--- src/rtl/ss_pkg.sv ---
`default_nettype none
// ============================================================================
// Module  : ss_pkg
// Brief   : Shared types and constants for the game timer run-control block.
// Revision: 1.0
// ============================================================================
package ss_pkg;

    typedef enum logic [1:0] {
        IDLE  = 2'b00,
        RUN   = 2'b01,
        PAUSE = 2'b10,
        OVER  = 2'b11
    } ss_state_t;

    localparam int unsigned C_TICK_DIV_DEFAULT = 10_000_000;
    localparam int unsigned C_DIGIT_W          = 4;
    localparam int unsigned C_NUM_DIGITS       = 4;
    localparam int unsigned C_COUNT_W          = C_DIGIT_W * C_NUM_DIGITS;

endpackage
`default_nettype wire

--- src/rtl/ss_edge_det.sv ---
`default_nettype none
// ============================================================================
// Module  : ss_edge_det
// Brief   : Rising-edge detector; history resets high so a held level is not
//           mistaken for a press.
// Revision: 1.0
// ============================================================================
module ss_edge_det (
    input  logic clk,
    input  logic reset,
    input  logic din,
    output logic rise
);

    logic r_hist;

    always_ff @(posedge clk) begin
        if (!reset) begin
            r_hist <= 1'b1;
        end else begin
            r_hist <= din;
        end
    end

    assign rise = din & ~r_hist;

endmodule
`default_nettype wire

--- src/rtl/ss_timer_ctrl.sv ---
`default_nettype none
// ============================================================================
// Module  : ss_timer_ctrl
// Brief   : Run-control sequencer for the four-digit BCD game timer.
// Revision: 1.0
// ============================================================================
module ss_timer_ctrl
    import ss_pkg::*;
#(
    parameter int unsigned TICK_DIV = C_TICK_DIV_DEFAULT
) (
    input  logic                 clk,
    input  logic                 reset,
    input  logic                 btn_start,
    input  logic                 btn_pause,
    input  logic                 game_over_in,
    input  logic [C_COUNT_W-1:0] time_limit,
    input  logic [C_COUNT_W-1:0] count,
    output logic                 cnt_en,
    output logic                 cnt_clr,
    output logic                 running,
    output logic                 paused,
    output logic                 time_up,
    output logic [1:0]           state
);

    localparam int unsigned          C_DIV_W    = $clog2(TICK_DIV);
    localparam logic [C_DIV_W-1:0]   C_DIV_LAST = C_DIV_W'(TICK_DIV - 1);

    ss_state_t          r_state;
    logic [C_DIV_W-1:0] r_div;
    logic               r_cnt_en;
    logic               r_time_up;

    logic               w_start_edge;
    logic               w_pause_edge;
    logic               w_wrap;
    logic               w_limit_hit;
    logic [C_DIV_W-1:0] w_div_next;

    ss_edge_det u_start_det (
        .clk   (clk),
        .reset (reset),
        .din   (btn_start),
        .rise  (w_start_edge)
    );

    ss_edge_det u_pause_det (
        .clk   (clk),
        .reset (reset),
        .din   (btn_pause),
        .rise  (w_pause_edge)
    );

    assign w_wrap      = (r_div == C_DIV_LAST);
    assign w_div_next  = w_wrap ? '0 : r_div + 1'b1;
    // A zero limit disables the timeout; non-BCD limits simply never match.
    assign w_limit_hit = (time_limit != '0) && (count == time_limit);

    always_ff @(posedge clk) begin
        if (!reset) begin
            r_state   <= IDLE;
            r_div     <= '0;
            r_cnt_en  <= 1'b0;
            r_time_up <= 1'b0;
        end else begin
            r_cnt_en <= 1'b0;
            case (r_state)
                IDLE: begin
                    r_div     <= '0;
                    r_time_up <= 1'b0;
                    if (w_start_edge) begin
                        r_state <= RUN;
                    end
                end
                RUN: begin
                    // Leaving RUN freezes the prescaler so the tick phase survives a pause.
                    if (game_over_in) begin
                        r_state   <= OVER;
                        r_time_up <= 1'b0;
                        if (w_wrap) begin
                            r_div <= '0;
                        end
                    end else if (w_limit_hit) begin
                        r_state   <= OVER;
                        r_time_up <= 1'b1;
                        if (w_wrap) begin
                            r_div <= '0;
                        end
                    end else if (w_pause_edge) begin
                        r_state <= PAUSE;
                    end else begin
                        r_div    <= w_div_next;
                        r_cnt_en <= w_wrap;
                    end
                end
                PAUSE: begin
                    if (w_start_edge || w_pause_edge) begin
                        r_state <= RUN;
                    end
                end
                OVER: begin
                    if (w_start_edge) begin
                        r_state   <= IDLE;
                        r_time_up <= 1'b0;
                    end
                end
                default: begin
                    r_state <= IDLE;
                end
            endcase
        end
    end

    assign cnt_en  = r_cnt_en;
    assign time_up = r_time_up;
    assign state   = r_state;
    assign cnt_clr = (r_state == IDLE);
    assign running = (r_state == RUN);
    assign paused  = (r_state == PAUSE);

endmodule
`default_nettype wire

--- config.mk ---
export PLATFORM = sky130hd
export DESIGN_NAME = ss_timer_ctrl
export DESIGN_NICKNAME = d
export VERILOG_FILES = /design/src/rtl/ss_pkg.sv /design/src/rtl/ss_edge_det.sv /design/src/rtl/ss_timer_ctrl.sv
export SDC_FILE = /design/constraint.sdc
export NUM_CORES = 1
export LEC_CHECK = 0
export CAP_MARGIN = 0
export CORE_MARGIN = 2
export CORE_UTILIZATION = 50
export CTS_CLUSTER_DIAMETER = 150
export DETAILED_ROUTE_END_ITERATION = 7
export DONT_BUFFER_PORTS = 1
export GPL_TIMING_DRIVEN = 0
export MAX_ROUTING_LAYER = met4
export PLACE_DENSITY_LB_ADDON = 0.12
export SLEW_MARGIN = 20
export SYNTH_ARGS = -nofsm -noshare
export SYNTH_HDL_FRONTEND = slang
export SYNTH_SLANG_ARGS = --single-unit
--- constraint.sdc ---
create_clock -name clk -period 2 [get_ports clk]
set_clock_uncertainty 0.1 [all_clocks]
set_input_delay 0.4 -clock clk [delete_from_list [all_inputs] [get_ports clk]]
set_output_delay 0.4 -clock clk [all_outputs]
set_load 0.02 [all_outputs]
==> summary.txt, run 1 <==
STA
---------------------------------------------------------------------------------
Smallest setup slack after layout                                      -0.1331 ns
Slew at the pin with the worst max-slew slack                           0.5678 ns
Unrepaired setup endpoints after global routing                               yes
Hold Fails Final Rpt                                                            0
Final worst-path cycle share                                                1.067
Normalized max-slew margin                                                 0.6214
Max Slew Vio Count                                                              0
Fin crit period                                                          2.133 ns
Setup violation total in the final timing report                               24
Top achievable clock speed                                              468.8 MHz

CLOCK NETWORK
---------------------------------------------------------------------------------
Register clock-pin slew on the reported worst setup and hold paths        0.07 ns
Clock tree from TritonCTS                                                     yes
Clock network latency to the later pin of the worst-skew pair             0.30 ns
Maximum clock path buffer count                                                 2
Count of clock tree sinks                                                      30
Cell chosen for the clock root                                       sky130_fd_sc_hd__clkbuf_8
CTS Hold Bufs                                                                   0
Number of CTS-inserted buffers                                                  5
Level count of the clock H-tree                                                 2

ROUTING
---------------------------------------------------------------------------------
Final routed DRC violation total                                                0
Number of nets with antenna violations after detailed routing                   0
Mean number of vias per cell                                                6.328
Total number of vias                                                         1930
Wire per inst                                                            17.76 um
Wire length reported by the detailed router                              5.417 mm
Drt initial violations                                                        105
Pre-antenna DRT Iters                                                           4

POWER
---------------------------------------------------------------------------------
Sequential share of power                                                   0.398
Static leakage                                                          0.7859 nW
Final total power                                                        1.527 mW
Pwr Density                                                          598.7 nW/um2
Combinational cell fraction of total power                                  0.090
Internal power                                                           1.197 mW
Maximum resistive drop on vdd                                           0.4234 mV
Switching part of the total                                                0.2164
Switching Power                                                         0.3305 mW
Fraction of power consumed by the clock network                             0.512

CRITICAL PATH
---------------------------------------------------------------------------------
Maximum cell stage delay along the critical path                          0.54 ns
Kind of end point of the critical path                                   register
Startpoint-to-endpoint class of the critical path                    register to register
Crit-path max FO                                                                8
Cell at the slowest stage of the critical path                       sky130_fd_sc_hd__or4b_1
Kind of start point of the critical path                                 register
Cell chain of the critical path                                      or4b_1 -> or3_4 -> o21ba_4 -> nand2_2 -> nor2_2 -> a221o_1
CP bufs+invs                                                                    0
Required time reported for the critical path endpoint                     2.08 ns
CP delay by family, top                                              simple AND/OR/NAND/NOR gates
Worst endpoint data arrival time                                          2.21 ns

PLACEMENT
---------------------------------------------------------------------------------
Estimated wirelength of the detail-placed design                         3.591 mm
I/O Buffers                                                                     0
Post-placement cell area                                                 2141 um2
Final weighted congestion of routability-driven global placement           0.8369

FINISH
---------------------------------------------------------------------------------
Post-layout nets                                                              294
Count of antenna diodes in the layout                                           0
Fillcell total                                                                317
Post-route cell area                                                     2551 um2
Ratio of cells with drive above 1 in the final layout                      0.2996
Area growth, synth to finish                                               28.40%

SYNTHESIS
---------------------------------------------------------------------------------
Mapped cell area                                                         1987 um2
Library cells used by synthesis                                                53
Library cell with the highest instance count after synthesis         sky130_fd_sc_hd__dfxtp_1
Yosys top cell area share                                                  0.3023
Number of synthesized register bits                                            30
Number of flops mapped to enable cells by yosys                                 0
Post-synth net total                                                          272
Post-synthesis cell type with the largest combined area              sky130_fd_sc_hd__dfxtp_1
Sequential-to-total area share from yosys stat                             0.3023
FFs w/ async S/R, synth                                                         0
Prevailing post-synth register cell                                  sky130_fd_sc_hd__dfxtp_1
Count of synthesis-stage warnings from yosys                                    0
Leading cell types by total area after synthesis                     sky130_fd_sc_hd__dfxtp_1 (30%), sky130_fd_sc_hd__xnor2_1 (13%), sky130_fd_sc_hd__nor2_1 (4.5%)
Cells after Synth                                                             234
Mean post-synth cell area                                               8.491 um2
Most used standard cells in the synthesized netlist                  sky130_fd_sc_hd__dfxtp_1 (30), sky130_fd_sc_hd__xnor2_1 (29), sky130_fd_sc_hd__nor2_1 (24)

GLOBAL ROUTING
---------------------------------------------------------------------------------
First-pass GRT wire length                                               8.328 mm
Antenna violations before repair                                                0
Gr ovfl total                                                                   0
Vias in the first global route                                               1833
Pin count of the biggest net entering global routing                           11
GRT Resource Usage Total                                                   0.2545

FLOORPLANNING
---------------------------------------------------------------------------------
Horizontal die dimension                                                 67.04 um
Die H                                                                    67.04 um
IO Count                                                                       44
Starting density of the core                                               0.5307
Die ar.                                                                  4494 um2
Placeable core region                                                    3744 um2
Standard-cell row count                                                        22

RUN STATUS
---------------------------------------------------------------------------------
Violations in the final reports                                      setup timing
Status                                                               finished with violations

MIN PATH
---------------------------------------------------------------------------------
Worst min-delay path category                                        primary input to register

JOB
---------------------------------------------------------------------------------
Count of max-cap constraint violations                                          0

[cell usage in the layout (no fill, tap or decap), types with 4 or more instances in the layout]
cell type	n
sky130_fd_sc_hd__a211oi_1	4
sky130_fd_sc_hd__xnor2_2	5
sky130_fd_sc_hd__xnor2_1	24
sky130_fd_sc_hd__or4_1	4
sky130_fd_sc_hd__clkbuf_8	6
sky130_fd_sc_hd__nand3_1	16
sky130_fd_sc_hd__buf_6	5
sky130_fd_sc_hd__a21oi_1	11
sky130_fd_sc_hd__inv_1	10
sky130_fd_sc_hd__buf_4	15
sky130_fd_sc_hd__a2111oi_4	4
sky130_fd_sc_hd__dfxtp_1	22
sky130_fd_sc_hd__nand4_1	10
sky130_fd_sc_hd__nor4_4	5
sky130_fd_sc_hd__dfxtp_4	5
sky130_fd_sc_hd__nand2_1	15
sky130_fd_sc_hd__nor2_1	20
[path summary, 6_finish.rpt]
check / cells past startpoint / startpoint / to / slack, ns
min: 1 / btn_start / u_start_det.r_hist / 0.10
max reg2reg: 6 / r_div[8] / r_div[10] / -0.13
min reg2reg: 2 / r_div[0] / r_div[0] / 0.41
max: 6 / r_div[8] / r_div[10] / -0.13
[through the flow]
stage	util	std cells	worst slack, ns	setup TNS (ns)	hold slack (ns)
3_5_place_dp	0.5719	282	-0.5056	-11.26	0.4108
3_3_place_gp	0.5719	282	-0.4861	-10.74	0.3990
4_1_cts	0.6327	295	-0.1608	-3.038	0.1081
2_1_floorplan	-	234	-0.1424	-1.760	0.3771
6_report	0.6815	305	-0.1331	-2.164	0.1048
5_1_grt	0.6815	305	-0.1542	-3.030	0.1059
[state kept, by name (all words and copies together), names as in the netlist]
name / cells
r_div: 24
state: 2
cnt_en: 1
time_up: 1
u_pause_det.r_hist: 1
u_start_det.r_hist: 1
[power by group through the flow]
stage	Combinational, mW	Sequential, mW	Clock, mW
4_1_cts	0.128	0.609	0.787
5_1_grt	0.150	0.608	0.807
6_report	0.138	0.608	0.782
3_5_place_dp	0.119	0.625	0
3_3_place_gp	0.117	0.625	0
2_1_floorplan	0.0999	0.623	0
[cell type report]
| type | count | area (um2) | area share |
|---|---|---|---|
| Multi-Input combinational cell | 184 | 1496 | 0.5866 |
| Clock inverter | 2 | 60.06 | 0.02354 |
| Sequential cell | 30 | 623.1 | 0.2442 |
| Tap cell | 48 | 60.06 | 0.02354 |
| Inverter | 12 | 47.55 | 0.01864 |
| Timing Repair Buffer | 16 | 127.6 | 0.05002 |
| Buffer | 7 | 53.80 | 0.02109 |
| Clock buffer | 6 | 82.58 | 0.03237 |
[kinds of logic (layout without fill, tap and decap cells)]
group           Yosys count  after routing  synth area share
compound gates           46             46            0.2084
simple gates            108            108            0.3054
flops                    30             30            0.3023
buf+inv                  20             43           0.04974
fa+ha+maj                 1              1          0.006296
xor+xnor                 29             29            0.1278
[layer usage]
| metal | track usage | vias up | part of all wire |
|---|---|---|---|
| met2 | 0.4072 | 65 | 0.49 |
| met3 | 0.05236 | 10 | 0.057 |
| met4 | 0.1352 | 0 | 0.017 |
| met5 | - | - | 0 |
| li1 | - | 915 | - |
| met1 | 0.2990 | 940 | 0.43 |
[what timing repair did]
action,4_1_cts,5_1_grt
setup endpoints to repair,27,29
pin swaps,6,22
gates resized for setup,14,28
setup buffers,5,10
hold endpoints to repair,0,0
cloned,0,1
(Power assumes the default switching activity.)
==> run 2, diff against run 1 <==
- SYNTH_HIERARCHICAL: unset -> 1
==> summary.txt, run 2 <==
CLOCK NETWORK
----------------------------------------------------------------------------------
Number of CTS-inserted buffers                                                   5   unchanged
Clock tree from TritonCTS                                                      yes
Clock network latency to the later pin of the worst-skew pair              0.29 ns   about the same
Register clock-pin slew on the reported worst setup and hold paths         0.08 ns   about the same
Cell chosen for the clock root                                        sky130_fd_sc_hd__clkbuf_8
Level count of the clock H-tree                                                  2   unchanged
Maximum clock path buffer count                                                  2   unchanged
CTS Hold Bufs                                                                    0   unchanged
Count of clock tree sinks                                                       30   unchanged

SYNTHESIS
----------------------------------------------------------------------------------
Mean post-synth cell area                                                8.166 um2   -3.8%
Number of flops mapped to enable cells by yosys                                  0   unchanged
Library cell with the highest instance count after synthesis          sky130_fd_sc_hd__dfxtp_1
Sequential-to-total area share from yosys stat                              0.3026   +0.0003812
Count of synthesis-stage warnings from yosys                                     6   +6
Most used standard cells in the synthesized netlist                   sky130_fd_sc_hd__dfxtp_1 (30), sky130_fd_sc_hd__nor2_1 (24), sky130_fd_sc_hd__xor2_1 (24)
Mapped cell area                                                          1984 um2   -0.13%
FFs w/ async S/R, synth                                                          0   unchanged
Leading cell types by total area after synthesis                      sky130_fd_sc_hd__dfxtp_1 (30%), sky130_fd_sc_hd__xor2_1 (11%), sky130_fd_sc_hd__nor4_1 (4.7%)
Number of synthesized register bits                                             30   unchanged
Library cells used by synthesis                                                 51   -3.8%
Post-synthesis cell type with the largest combined area               sky130_fd_sc_hd__dfxtp_1
Yosys top cell area share                                                   0.3026   +0.0003812
Prevailing post-synth register cell                                   sky130_fd_sc_hd__dfxtp_1
Cells after Synth                                                              243   +3.8%
Post-synth net total                                                           281   +3.3%

CRITICAL PATH
----------------------------------------------------------------------------------
Endpoint of the worst-slack reg-to-reg timing path                       r_div[11]
Beginning of the critical path                                            r_div[0]
Reg2reg start                                                             r_div[0]
Worst endpoint data arrival time                                           2.25 ns   +0.04 ns
Cell at the slowest stage of the critical path                        sky130_fd_sc_hd__nor4_4
Kind of start point of the critical path                                  register
Kind of end point of the critical path                                    register
Most frequent cell on the critical path                               sky130_fd_sc_hd__buf_6
Reg2Reg Setup Slack                                                       -0.17 ns   -0.04 ns
Maximum cell stage delay along the critical path                           0.38 ns   -0.16 ns
Required time reported for the critical path endpoint                      2.07 ns   about the same
Startpoint-to-endpoint class of the critical path                     register to register
Crit-path max FO                                                                 5   -3
R2R cell count                                                                   9   +3
Cell chain of the critical path                                       ha_4 -> and4_1 -> buf_6 -> nand2_4 -> nor4_4 -> nor2_4 -> o31ai_4 -> buf_6 -> nor2_1

MIN PATH
----------------------------------------------------------------------------------
Hold worst-path end                                                   u_pause_det/r_hist
Cells on Worst Hold Path                                                         1   unchanged
Worst min-delay path category                                         primary input to register
Worst Min Path Start                                                         reset

FLOORPLANNING
----------------------------------------------------------------------------------
Die H                                                                        67 um   about the same
Die ar.                                                                   4489 um2   -0.12%
Standard-cell row count                                                         22   unchanged
IO Count                                                                        44   unchanged
Horizontal die dimension                                                     67 um   about the same
Placeable core region                                                     3744 um2   unchanged
Starting density of the core                                                0.5301   -0.0006686

PLACEMENT
----------------------------------------------------------------------------------
Final weighted congestion of routability-driven global placement            0.8890   +6.2%
I/O Buffers                                                                      0   unchanged
Estimated wirelength of the detail-placed design                          3.627 mm   +1.0%
Pre-CTS worst setup slack                                               -0.3460 ns   +0.1596 ns

POWER
----------------------------------------------------------------------------------
Static leakage                                                           0.7688 nW   -2.2%
Switching Power                                                          0.3406 mW   +3.1%
Pwr Density                                                           572.5 nW/um2   -4.4%
Final total power                                                         1.372 mW   -10%
Fraction of power consumed by the clock network                              0.448   -0.064
Maximum resistive drop on vdd                                            0.3954 mV   -6.6%
Switching part of the total                                                 0.2482   +0.03180
Combinational cell fraction of total power                                   0.106   +0.016
Internal power                                                            1.032 mW   -14%
Sequential share of power                                                    0.447   +0.049

GLOBAL ROUTING
----------------------------------------------------------------------------------
Vias in the first global route                                                1809   -1.3%
Gr ovfl total                                                                    0   unchanged
Pin count of the biggest net entering global routing                            11   unchanged
GRT Resource Usage Total                                                    0.2622   +0.007680
First-pass GRT wire length                                                8.694 mm   +4.4%
Antenna violations before repair                                                 0   unchanged

STA
----------------------------------------------------------------------------------
Final worst-path cycle share                                                 1.087   +0.02005
Summed negative setup slack over all endpoints                           -2.642 ns   -0.4780 ns
Hold Fails Final Rpt                                                             0   unchanged
Top achievable clock speed                                               460.1 MHz   -1.8%
Max Slew Vio Count                                                               0   unchanged
Setup violation total in the final timing report                                20   -17%
Fin crit period                                                           2.173 ns   +0.04010 ns
Worst hold slack after final layout                                     0.08838 ns   -0.01638 ns
Slew at the pin with the worst max-slew slack                            0.5433 ns   -0.02452 ns
Normalized max-slew margin                                                  0.6364   +0.01501
Smallest setup slack after layout                                       -0.1732 ns   -0.04010 ns
Unrepaired setup endpoints after global routing                                yes

ROUTING
----------------------------------------------------------------------------------
Number of nets with antenna violations after detailed routing                    0   unchanged
Final routed DRC violation total                                                 0   unchanged
Wire length reported by the detailed router                               5.310 mm   -2.0%
Pre-antenna DRT Iters                                                            4   unchanged
Mean number of vias per cell                                                 6.013   -5.0%
Drt initial violations                                                         120   +14%
Total number of vias                                                          1882   -2.5%
Wire per inst                                                             16.96 um   -4.5%

FINISH
----------------------------------------------------------------------------------
Register bank with the most flops                                            r_div
Fillcell total                                                                 344   +8.5%
Count of antenna diodes in the layout                                            0   unchanged
Flip-flop count of the largest register, all copies and words added             24   unchanged
Commonest non-fill, non-tap cell in the layout                        sky130_fd_sc_hd__xor2_1
Area growth, synth to finish                                                20.81%
Commonest non-fill, non-tap cells in the layout                       sky130_fd_sc_hd__xor2_1 (24), sky130_fd_sc_hd__nor2_1 (22), sky130_fd_sc_hd__dfxtp_1 (19)
Post-layout nets                                                               302   +2.7%
Ratio of cells with drive above 1 in the final layout                       0.2566   -0.04301

RUN STATUS
----------------------------------------------------------------------------------
Status                                                                finished with violations
Violations in the final reports                                       setup timing

JOB
----------------------------------------------------------------------------------
Count of max-cap constraint violations                                           0   unchanged

run 2: cell count changes after synthesis, sizes merged, moves of 4 or more:
cell and delta:
nand3 -10, a2111oi -7, xor2 +24, nor4 +8, o21ai +12, o31ai +6, xnor2 -26, and4 +4
run 2: cells by family after synthesis:
kind of cell	count (synthesis)	share of synthesized area
compound gates	52	0.1961
simple gates	114	0.3279
fa+ha+maj	1	0.006304
flops	30	0.3027
xor+xnor	27	0.1192
buf+inv	19	0.04792
run 2: worst max path at each step:
stage / endpoint / slack, ns / cells past startpoint
finish: r_div[11] / -0.17 / 9
global route: r_div[12] / -0.32 / 9
CTS: r_div[20] / -0.12 / 9
detailed placement: r_div[20] / -0.35 / 8
global placement: r_div[23] / -0.31 / 8
floorplan: r_div[19] / -0.04 / 6
run 2: routing by layer:
layer  track usage  wire (um)  vias up
met3       0.04730        213        6
met5             -          0        -
met2        0.4406       2657       48
met4       0.06633         64        0
li1              -          -      935
met1        0.3237       2374      893
run 2: power by group through the flow:
stage                     Clock (mW)  Combinational, mW  Sequential [mW]
after floorplan                    0             0.0912            0.625
after global placement             0              0.113            0.626
after detailed placement           0              0.114            0.626
after CTS                      0.621              0.135            0.613
after global routing           0.651              0.159            0.614
final                          0.614              0.145            0.613
run 2: metrics by stage:
| stage | area, um2 | std cells | util |
|---|---|---|---|
| 6_report | 2397 | 313 | 0.6404 |
| 5_1_grt | 2397 | 313 | 0.6404 |
| 4_1_cts | 2317 | 310 | 0.6190 |
| 3_5_place_dp | 2058 | 291 | 0.5498 |
| 3_3_place_gp | 2058 | 291 | 0.5498 |
| 2_1_floorplan | 1998 | 243 | - |
run 2: area by class of cell:
type                       instances  area, um2  area share
inverter                          10      37.54     0.01566
buffer                             8      61.31     0.02557
clock buffer                       5      68.82     0.02871
clock inverter                     3      40.04     0.01670
timing repair buffer              15      116.4     0.04854
tap                               48      60.06     0.02505
sequential                        30      616.8      0.2573
multi-input combinational        194       1396      0.5825
run 2: timing repair:
action	4_1_cts	5_1_grt
cloned	1	0
resized for setup	17	17
pin swaps	9	10
endpoints found under the setup margin	19	24
buffers inserted	11	3
run 2: worst max-delay path, delay by kind of cell (launching register included):
family	cells	cell delay (ns)
flip-flops	1	0.36
AND/OR/NAND/NOR	5	0.76
AO/OA/AOI/OAI	1	0.38
adder cells (fa/ha/maj)	1	0.13
buffers and inverters	2	0.31
